--- src/rtl/tinyfpga_boot_sequencer_if.sv ---
// Signal bundle between the boot sequencer and its surroundings: bootloader
// request/busy inputs, flash pin drive, warmboot primitive inputs and debug state.
interface tinyfpga_boot_sequencer_if;
  logic       boot_req;
  logic       spi_busy;
  logic       spi_own;
  logic       spi_cs;
  logic       spi_sck;
  logic       spi_mosi;
  logic [1:0] warmboot_s;
  logic       warmboot_boot;
  logic [2:0] state_dbg;

  modport slave (
    input  boot_req,
    input  spi_busy,
    output spi_own,
    output spi_cs,
    output spi_sck,
    output spi_mosi,
    output warmboot_s,
    output warmboot_boot,
    output state_dbg
  );

  modport master (
    output boot_req,
    output spi_busy,
    input  spi_own,
    input  spi_cs,
    input  spi_sck,
    input  spi_mosi,
    input  warmboot_s,
    input  warmboot_boot,
    input  state_dbg
  );
endinterface

--- src/rtl/tinyfpga_boot_sequencer.sv ---
// Boot hand-off sequencer: waits for the bootloader to release the flash, wakes it
// with one SPI command, waits a guard time, then fires the warmboot primitive.
module tinyfpga_boot_sequencer #(
  parameter logic [7:0]  SPI_CMD         = 8'hAB,
  parameter int unsigned SPI_HALF_PERIOD = 2,
  parameter int unsigned GUARD_CYCLES    = 4800,
  parameter logic [1:0]  IMAGE_SEL       = 2'b01
) (
  input  logic                        clk_48mhz,
  input  logic                        reset,
  tinyfpga_boot_sequencer_if.slave    bus
);

  typedef enum logic [2:0] {
    S_IDLE      = 3'd0,
    S_WAIT_IDLE = 3'd1,
    S_CS_SETUP  = 3'd2,
    S_SHIFT     = 3'd3,
    S_CS_HOLD   = 3'd4,
    S_GUARD     = 3'd5,
    S_BOOT      = 3'd6
  } state_e;

  localparam logic [7:0]  PHASE_LAST = 8'(SPI_HALF_PERIOD - 1);
  localparam logic [19:0] GUARD_LAST = 20'(GUARD_CYCLES - 1);

  state_e      state_q, state_d;
  logic [7:0]  phase_q, phase_d;
  logic [2:0]  bit_q,   bit_d;
  logic [19:0] guard_q, guard_d;
  logic        own_q,   own_d;
  logic        cs_q,    cs_d;
  logic        sck_q,   sck_d;
  logic        mosi_q,  mosi_d;
  logic        boot_q,  boot_d;

  always_ff @(posedge clk_48mhz) begin
    if (reset) begin
      state_q <= S_IDLE;
      phase_q <= '0;
      bit_q   <= '0;
      guard_q <= '0;
      own_q   <= 1'b0;
      cs_q    <= 1'b1;
      sck_q   <= 1'b0;
      mosi_q  <= 1'b0;
      boot_q  <= 1'b0;
    end else begin
      state_q <= state_d;
      phase_q <= phase_d;
      bit_q   <= bit_d;
      guard_q <= guard_d;
      own_q   <= own_d;
      cs_q    <= cs_d;
      sck_q   <= sck_d;
      mosi_q  <= mosi_d;
      boot_q  <= boot_d;
    end
  end

  always_comb begin
    state_d = state_q;
    phase_d = phase_q;
    bit_d   = bit_q;
    guard_d = guard_q;
    own_d   = own_q;
    cs_d    = cs_q;
    sck_d   = sck_q;
    mosi_d  = mosi_q;
    boot_d  = boot_q;

    unique case (state_q)
      // Leaving IDLE is the sticky record of the request; boot_req is never looked at again.
      S_IDLE: begin
        if (bus.boot_req) begin
          state_d = S_WAIT_IDLE;
          phase_d = '0;
        end
      end

      // phase_q counts consecutive idle cycles of the bootloader's flash traffic.
      S_WAIT_IDLE: begin
        if (bus.spi_busy) begin
          phase_d = '0;
        end else if (phase_q == 8'd1) begin
          own_d   = 1'b1;
          phase_d = '0;
          state_d = S_CS_SETUP;
        end else begin
          phase_d = phase_q + 8'd1;
        end
      end

      S_CS_SETUP: begin
        if (phase_q == PHASE_LAST) begin
          cs_d    = 1'b0;
          mosi_d  = SPI_CMD[7];
          sck_d   = 1'b0;
          bit_d   = '0;
          phase_d = '0;
          state_d = S_SHIFT;
        end else begin
          phase_d = phase_q + 8'd1;
        end
      end

      // mosi only moves together with the falling sck, so it is stable at every rise.
      S_SHIFT: begin
        if (phase_q == PHASE_LAST) begin
          phase_d = '0;
          if (!sck_q) begin
            sck_d = 1'b1;
          end else begin
            sck_d = 1'b0;
            if (bit_q == 3'd7) begin
              state_d = S_CS_HOLD;
            end else begin
              bit_d  = bit_q + 3'd1;
              mosi_d = SPI_CMD[3'd6 - bit_q];
            end
          end
        end else begin
          phase_d = phase_q + 8'd1;
        end
      end

      S_CS_HOLD: begin
        if (phase_q == PHASE_LAST) begin
          cs_d    = 1'b1;
          mosi_d  = 1'b0;
          guard_d = '0;
          state_d = S_GUARD;
        end else begin
          phase_d = phase_q + 8'd1;
        end
      end

      S_GUARD: begin
        if (guard_q == GUARD_LAST) begin
          boot_d  = 1'b1;
          state_d = S_BOOT;
        end else begin
          guard_d = guard_q + 20'd1;
        end
      end

      S_BOOT: begin
      end

      default: begin
        state_d = S_IDLE;
      end
    endcase
  end

  assign bus.spi_own       = own_q;
  assign bus.spi_cs        = cs_q;
  assign bus.spi_sck       = sck_q;
  assign bus.spi_mosi      = mosi_q;
  assign bus.warmboot_s    = IMAGE_SEL;
  assign bus.warmboot_boot = boot_q;
  assign bus.state_dbg     = state_q;

endmodule
--- src/flat_wrapper.sv ---
// flat-port wrapper written by rule: the top's interface ports become plain ports
module tinyfpga_boot_sequencer_flat 
#(
  parameter logic [7:0]  SPI_CMD         = 8'hAB,
  parameter int unsigned SPI_HALF_PERIOD = 2,
  parameter int unsigned GUARD_CYCLES    = 4800,
  parameter logic [1:0]  IMAGE_SEL       = 2'b01
)
  (clk_48mhz, reset, bus_boot_req, bus_spi_busy, bus_spi_own, bus_spi_cs, bus_spi_sck, bus_spi_mosi, bus_warmboot_s, bus_warmboot_boot, bus_state_dbg);
  tinyfpga_boot_sequencer_if bus_i ();
  input  logic clk_48mhz;
  input  logic reset;
  input wire logic [$bits(bus_i.boot_req)-1:0] bus_boot_req;
  input wire logic [$bits(bus_i.spi_busy)-1:0] bus_spi_busy;
  output wire logic [$bits(bus_i.spi_own)-1:0] bus_spi_own;
  output wire logic [$bits(bus_i.spi_cs)-1:0] bus_spi_cs;
  output wire logic [$bits(bus_i.spi_sck)-1:0] bus_spi_sck;
  output wire logic [$bits(bus_i.spi_mosi)-1:0] bus_spi_mosi;
  output wire logic [$bits(bus_i.warmboot_s)-1:0] bus_warmboot_s;
  output wire logic [$bits(bus_i.warmboot_boot)-1:0] bus_warmboot_boot;
  output wire logic [$bits(bus_i.state_dbg)-1:0] bus_state_dbg;
  assign bus_i.boot_req = bus_boot_req;
  assign bus_i.spi_busy = bus_spi_busy;
  assign bus_spi_own = bus_i.spi_own;
  assign bus_spi_cs = bus_i.spi_cs;
  assign bus_spi_sck = bus_i.spi_sck;
  assign bus_spi_mosi = bus_i.spi_mosi;
  assign bus_warmboot_s = bus_i.warmboot_s;
  assign bus_warmboot_boot = bus_i.warmboot_boot;
  assign bus_state_dbg = bus_i.state_dbg;
  tinyfpga_boot_sequencer #(.SPI_CMD(SPI_CMD), .SPI_HALF_PERIOD(SPI_HALF_PERIOD), .GUARD_CYCLES(GUARD_CYCLES), .IMAGE_SEL(IMAGE_SEL)) u_core (.clk_48mhz(clk_48mhz), .reset(reset), .bus(bus_i));
endmodule
--- config.mk ---
export PLATFORM = sky130hd
export DESIGN_NAME = tinyfpga_boot_sequencer_flat
export DESIGN_NICKNAME = d
export VERILOG_FILES = /design/src/rtl/tinyfpga_boot_sequencer_if.sv /design/src/rtl/tinyfpga_boot_sequencer.sv /design/src/flat_wrapper.sv
export SDC_FILE = /design/constraint.sdc
export NUM_CORES = 1
export LEC_CHECK = 0
export CAP_MARGIN = 20
export CELL_PAD_IN_SITES_DETAIL_PLACEMENT = 0
export CELL_PAD_IN_SITES_GLOBAL_PLACEMENT = 2
export CORE_ASPECT_RATIO = 1.5
export CORE_MARGIN = 5
export CORE_UTILIZATION = 32
export DETAILED_ROUTE_END_ITERATION = 12
export GPL_ROUTABILITY_DRIVEN = 0
export GPL_TIMING_DRIVEN = 0
export PLACE_DENSITY = 0.86
export SLEW_MARGIN = 20
export SYNTH_ARGS = -nofsm -noshare
export SYNTH_HDL_FRONTEND = slang
export SYNTH_SLANG_ARGS = --single-unit
--- constraint.sdc ---
create_clock -name clk_48mhz -period 2.1 [get_ports clk_48mhz]
set_input_delay 0.42 -clock clk_48mhz [delete_from_list [all_inputs] [get_ports clk_48mhz]]
set_output_delay 0.42 -clock clk_48mhz [all_outputs]
set_load 0.05 [all_outputs]
Yosys cells after proc, flatten, opt, wreduce, memory -nomap -nowiden
Memory sizes are Yosys's and may differ from the RTL's.
Cells that the tools add are included.
{"block": "totals", "regBits": 39, "memories": 1, "out_inout_bits": 10, "rom_bits": 8, "word_cells": 88}
{"block": "classes", "bitwise_logic": 2, "addsub": 4, "reduce_logical": 16, "mux": 34, "n_lt_le_gt_ge": 1, "eq_ne": 21}
{"name": "(name not given)", "words": 8, "width": 1, "read_ports": 1, "rd_ports_with_merged_regs": 0, "write_ports": 0, "line": "tinyfpga_boot_sequencer.sv:119", "text": "mosi_d = SPI_CMD[3'd6 - bit_q];"}
{"cell": "$mux W20", "n": 2}
{"cell": "$pmux W20 S2", "n": 1}
{"cell": "$mux W3", "n": 13}
{"cell": "$mux W8", "n": 4}
{"cell": "$pmux W8 S4", "n": 1}
{"cell": "$pmux W3 S7", "n": 1}
{"cell": "$add A20 B1 Y20 const B", "n": 1}
{"cell": "$eq A20 B13 Y1 const B", "n": 1}
{"cell": "$reduce_and A3 Y1", "n": 5}
{"cell": "$ne A2 B1 Y1 const B", "n": 7}
{"cell": "$eq A3 B3 Y1 const B", "n": 4}
{"cell": "$ne A2 B2 Y1 const B", "n": 5}
{"cell": "$reduce_and A10 Y1", "n": 1}
{"cell": "$add A8 B1 Y8 const B", "n": 1}
{"cell": "$eq A8 B1 Y1 const B", "n": 1}
{"cell": "$mux W1", "n": 8}
{"cell": "$eq A3 B2 Y1 const B", "n": 2}
{"cell": "$pmux W3 S2", "n": 1}
{"cell": "$reduce_and A6 Y1", "n": 1}
{"cell": "$reduce_bool A2 Y1", "n": 3}
{"cell": "$reduce_and A5 Y1", "n": 1}
{"cell": "$lt A3 B4 Y1 const B", "n": 1}
{"cell": "$pmux W1 S2", "n": 2}
{"cell": "$reduce_bool A4 Y1", "n": 1}
{"cell": "other kinds (9)", "n": 10}

Depth between registers and ports, before layout
{"block": "logic_depth", "ltp_word": 7, "ltp_mapped": 8, "depth_no_buf": 7}

Worst setup path before layout
No wires, ideal clock.
{"block": "synth_path", "path_kind": "register to register", "startpoint": "reg u_core.state_q[2], in the netlist u_core.bus.state_dbg[2]", "endpoint": "reg u_core.guard_q[12]", "path_slack_ns": -0.027, "path_buffers": 2, "required_ns": 2.030, "setup_ns": 0.070, "synth_period_minus_slack_ns": 2.127, "t_arrival_ns": 2.058, "stages_incl_launch_ff": 8, "cell_sequence": "dfxtp_1 -> clkbuf_1 -> and2b_2 -> nand3_1 -> a211o_1 -> clkbuf_1 -> or3_1 -> a21oi_1"}
{"block": "synth_between", "elab_chain_len": 3, "word_cells_on_any_way": 7}
{"element": "from (decl)", "line": "tinyfpga_boot_sequencer.sv:27", "text": "state_e state_q, state_d;"}
{"element": "from (signal assigned)", "line": "tinyfpga_boot_sequencer.sv:49", "text": "state_q <= state_d;"}
{"element": "$eq A3 B3 Y1", "line": "tinyfpga_boot_sequencer.sv:72", "text": "unique case (state_q)"}
{"element": "$ne A2 B2 Y1 (no line), or another cell as far along"}
{"element": "$reduce_and A3 Y1 (no line)"}
{"element": "to (signal assigned)", "line": "tinyfpga_boot_sequencer.sv:52", "text": "guard_q <= guard_d;"}
{"element": "to (decl)", "line": "tinyfpga_boot_sequencer.sv:30", "text": "logic [19:0] guard_q, guard_d;"}
Parallel ways exist; a longest one is shown, timed or not.
A chain may end at the register's enable or synchronous reset.

Worst setup path in the final report
{"block": "layout_path", "startpoint": "reg u_core.phase_q[0]", "endpoint": "reg u_core.guard_q[5]"}
{"block": "layout_between", "elab_chain_len": 3}
{"element": "from (decl)", "line": "tinyfpga_boot_sequencer.sv:28", "text": "logic [7:0] phase_q, phase_d;"}
{"element": "from (signal assigned)", "line": "tinyfpga_boot_sequencer.sv:50", "text": "phase_q <= phase_d;"}
{"element": "$eq A8 B1 Y1", "line": "tinyfpga_boot_sequencer.sv:128", "text": "if (phase_q == PHASE_LAST) begin"}
{"element": "$ne A2 B1 Y1 (no line)"}
{"element": "$reduce_and A3 Y1 (no line)"}
Every way passes these cells.

==> qor.yml <==
run_status:
  status: "complete, no violations"
timing:
  finalWorstSetupSlack_ps: 11.4
  max_freq_mhz: 479
  post-route-period-util: 0.995
  fin_setup_tns_ps: 0
  relSlewSlack: 0.620
  worst_hold_slack_ps: 459
  hold_viol: 0
  finClkSkew_ps: 4.36
  drv_slew: 0
  rsz0062_at_grt: "true"
  worst_pin_slew_ps: 570
  setup_viol: 0
  min_period_ps: 2090
synth:
  synthesis.area_mm2: 0.00217
  synth-simple-area-share: 0.269
  synth_adder_area_share: 0.0346
  yosys.area.top_type: "dfxtp_1"
  ys_async_sr_fraction: 0
  yosys_warnings: 0
  synth_top_area_share: 0.360
  synth.area.mux_share: 0.00461
  synth-compound-area-share: 0.255
  syn_nets: 280
  netlist_top_cells_area: "dfxtp_1, a21oi_1, or3_1"
  syn_area_per_cell_um2: 8.04
  synth_xor_area_frac: 0.0242
  synth-edff-count: 0
  ys_ff_latch: 39
  syn-instance-count: 270
  synth_top_family_by_area: "simple AND/OR/NAND/NOR gates"
  synth_cell_types: 52
  synth-main-ff-cell: "dfxtp_1"
  synth_seq_area_share: 0.360
clock_tree:
  cts_tree: "built"
  clk_pin_slew_ps: 80
  worstSkewPairLatency_ps: 290
  clock_sinks: 39
  root_buffer: "clkbuf_8"
  holdBufCountCts: 0
  htreeDepth: 2
  ctsLongestPathBuffers: 2
  cts_inserted_buffers: 5
placed_design:
  place_hpwl_mm: 3.92
  place_ws_ps: -186
  port_buffers: 10
global_route:
  grt_pass1_wl_mm: 9.03
  gr-usage-all-layers: 0.126
  grt_pass1_vias: 1965
  grt_max_degree: 12
  antenna_found_initial: 0
  gr-total-overflow: 0
drt:
  drtIter0Drc: 70
  vias: 2063
  route.detailed.drc: 0
  routedWlPerCell_um: 14.6
  drt-total-wl_mm: 5.49
  antenna_left: 0
  viasPerCell: 5.49
  dr.pass1.iters: 4
critical_path:
  start_kind: "flop"
  crit_arrival_ps: 2310
  path_max_fanout: 4
  end_kind: "flop"
  required_ps: 2330
  critical_path_class: "reg2reg"
power_and_ir_drop:
  powerDensity_mw_per_mm2: 542
  vdd_drop_max_uv: 319
  totalPowerFinal_uw: 1440
  p_leak_uw: 0.000900
floorplan:
  die_x_um: 77.3
  die-area_mm2: 0.00857
  start_util: 0.330
  rows: 36
  io_pins: 14
  coreArea_mm2: 0.00658
  dieHeight_um: 111
final_layout:
  syn2layout_area_growth_pct: 22.7
  utilization: 0.405
  nNetsFinal: 310
  diodes: 0
  drive_gt1_frac: 0.180
min_path:
  worstHoldPathType: "reg2reg"
flow_run:
  max_cap_viol_count: 0
flip-flops by register name, summed over array words and instances (netlist names), 3 cells and up:
name / count
u_core.guard_q: 20
u_core.phase_q: 8
u_core.bit_q: 3
u_core.bus.state_dbg: 3
per-stage QoR:
| step | cells | area [um^2] |
|---|---|---|
| detailed placement | 356 | 2370 |
| global placement | 356 | 2370 |
| floorplan | 270 | 2170 |
| CTS | 368 | 2530 |
| global route | 376 | 2660 |
| finish | 376 | 2660 |
final cells by class:
cell class              count  area [um^2]
plain buffers              12         67.6
fillers                   687         3910
clock inverters             1         5.00
clock buffers               6         82.6
repair buffers             24          216
well taps                  76         95.1
inverters                  11         41.3
flip-flops and latches     39          787
multi-input cells         207         1370
path summary, 6_finish.rpt:
check | start | cells after the start | slack (ps) | to
worst min register to register | u_core.bit_q[2] | 2 | 460 | u_core.bit_q[2]
worst max register to register | u_core.phase_q[0] | 7 | 10 | u_core.guard_q[5]
worst max-delay path | u_core.phase_q[0] | 7 | 10 | u_core.guard_q[5]
worst min-delay path | u_core.bit_q[2] | 2 | 460 | u_core.bit_q[2]
cells in the mapped netlist (3+ instances only):
master    number
dfxtp_1       39
a21oi_1       33
nand2_1       23
o21ai_0       20
nor2_1        18
or3_1         18
nand3_1       12
inv_1         11
clkbuf_1       6
ha_1           6
nor3_1         6
a31oi_1        5
nand4_1        5
xor2_1         5
and4_1         4
o31ai_1        4
or4_1          4
a21o_1         3
nor2b_1        3
cells by family after synthesis:
logic type	Yosys count
compound gates	86
xor+xnor	6
fa+ha+maj	6
buf+inv	24
flops	39
mux	1
other cells	2
simple gates	106
where the power goes:
part	internal (uW)	switching (uW)	total (uW)
logic	59.1	105	164
registers	745	7.42	752
clock network	258	270	528
total	1060	382	1440
routing by layer:
metal | routed length (um) | GRT usage
met1 | 2360 | 0.139
met2 | 2950 | 0.233
met3 | 100 | 0.0228
met4 | 81 | 0.0470
met5 | 0 | 0
worst max-delay path, stage by stage (launching register included):
cell      delay [ps]
dfxtp_4          380
ha_4             130
or4b_4           500
o21ai_4          230
o211ai_2         160
buf_4            160
or3_1            350
a21oi_1          120
layout by cell type, fill, tap and decap left out, drive strengths merged, types with 3 or more instances in the layout:
master | synthesis | routed
dfxtp | 39 | 39
a21oi | 33 | 33
nand2 | 23 | 23
o21ai | 21 | 21
buf | 7 | 21
nor2 | 18 | 18
or3 | 18 | 18
nand3 | 12 | 12
inv | 11 | 11
clkbuf | 6 | 11
clkdlybuf4s50 | 0 | 9
ha | 6 | 6
nor3 | 6 | 6
a31oi | 5 | 5
nand4 | 5 | 5
xor2 | 5 | 5
or4 | 4 | 4
and4 | 4 | 4
o31ai | 4 | 4
nor2b | 3 | 3
a21o | 3 | 3
repair_timing:
item                       4_1_cts  5_1_grt
gates resized for setup          7       23
pin swaps                        3       14
buffers inserted                 6        7
gates cloned                     0        1
setup endpoints to repair       18       25
Note: power is estimated with default switching activity, not from simulation.
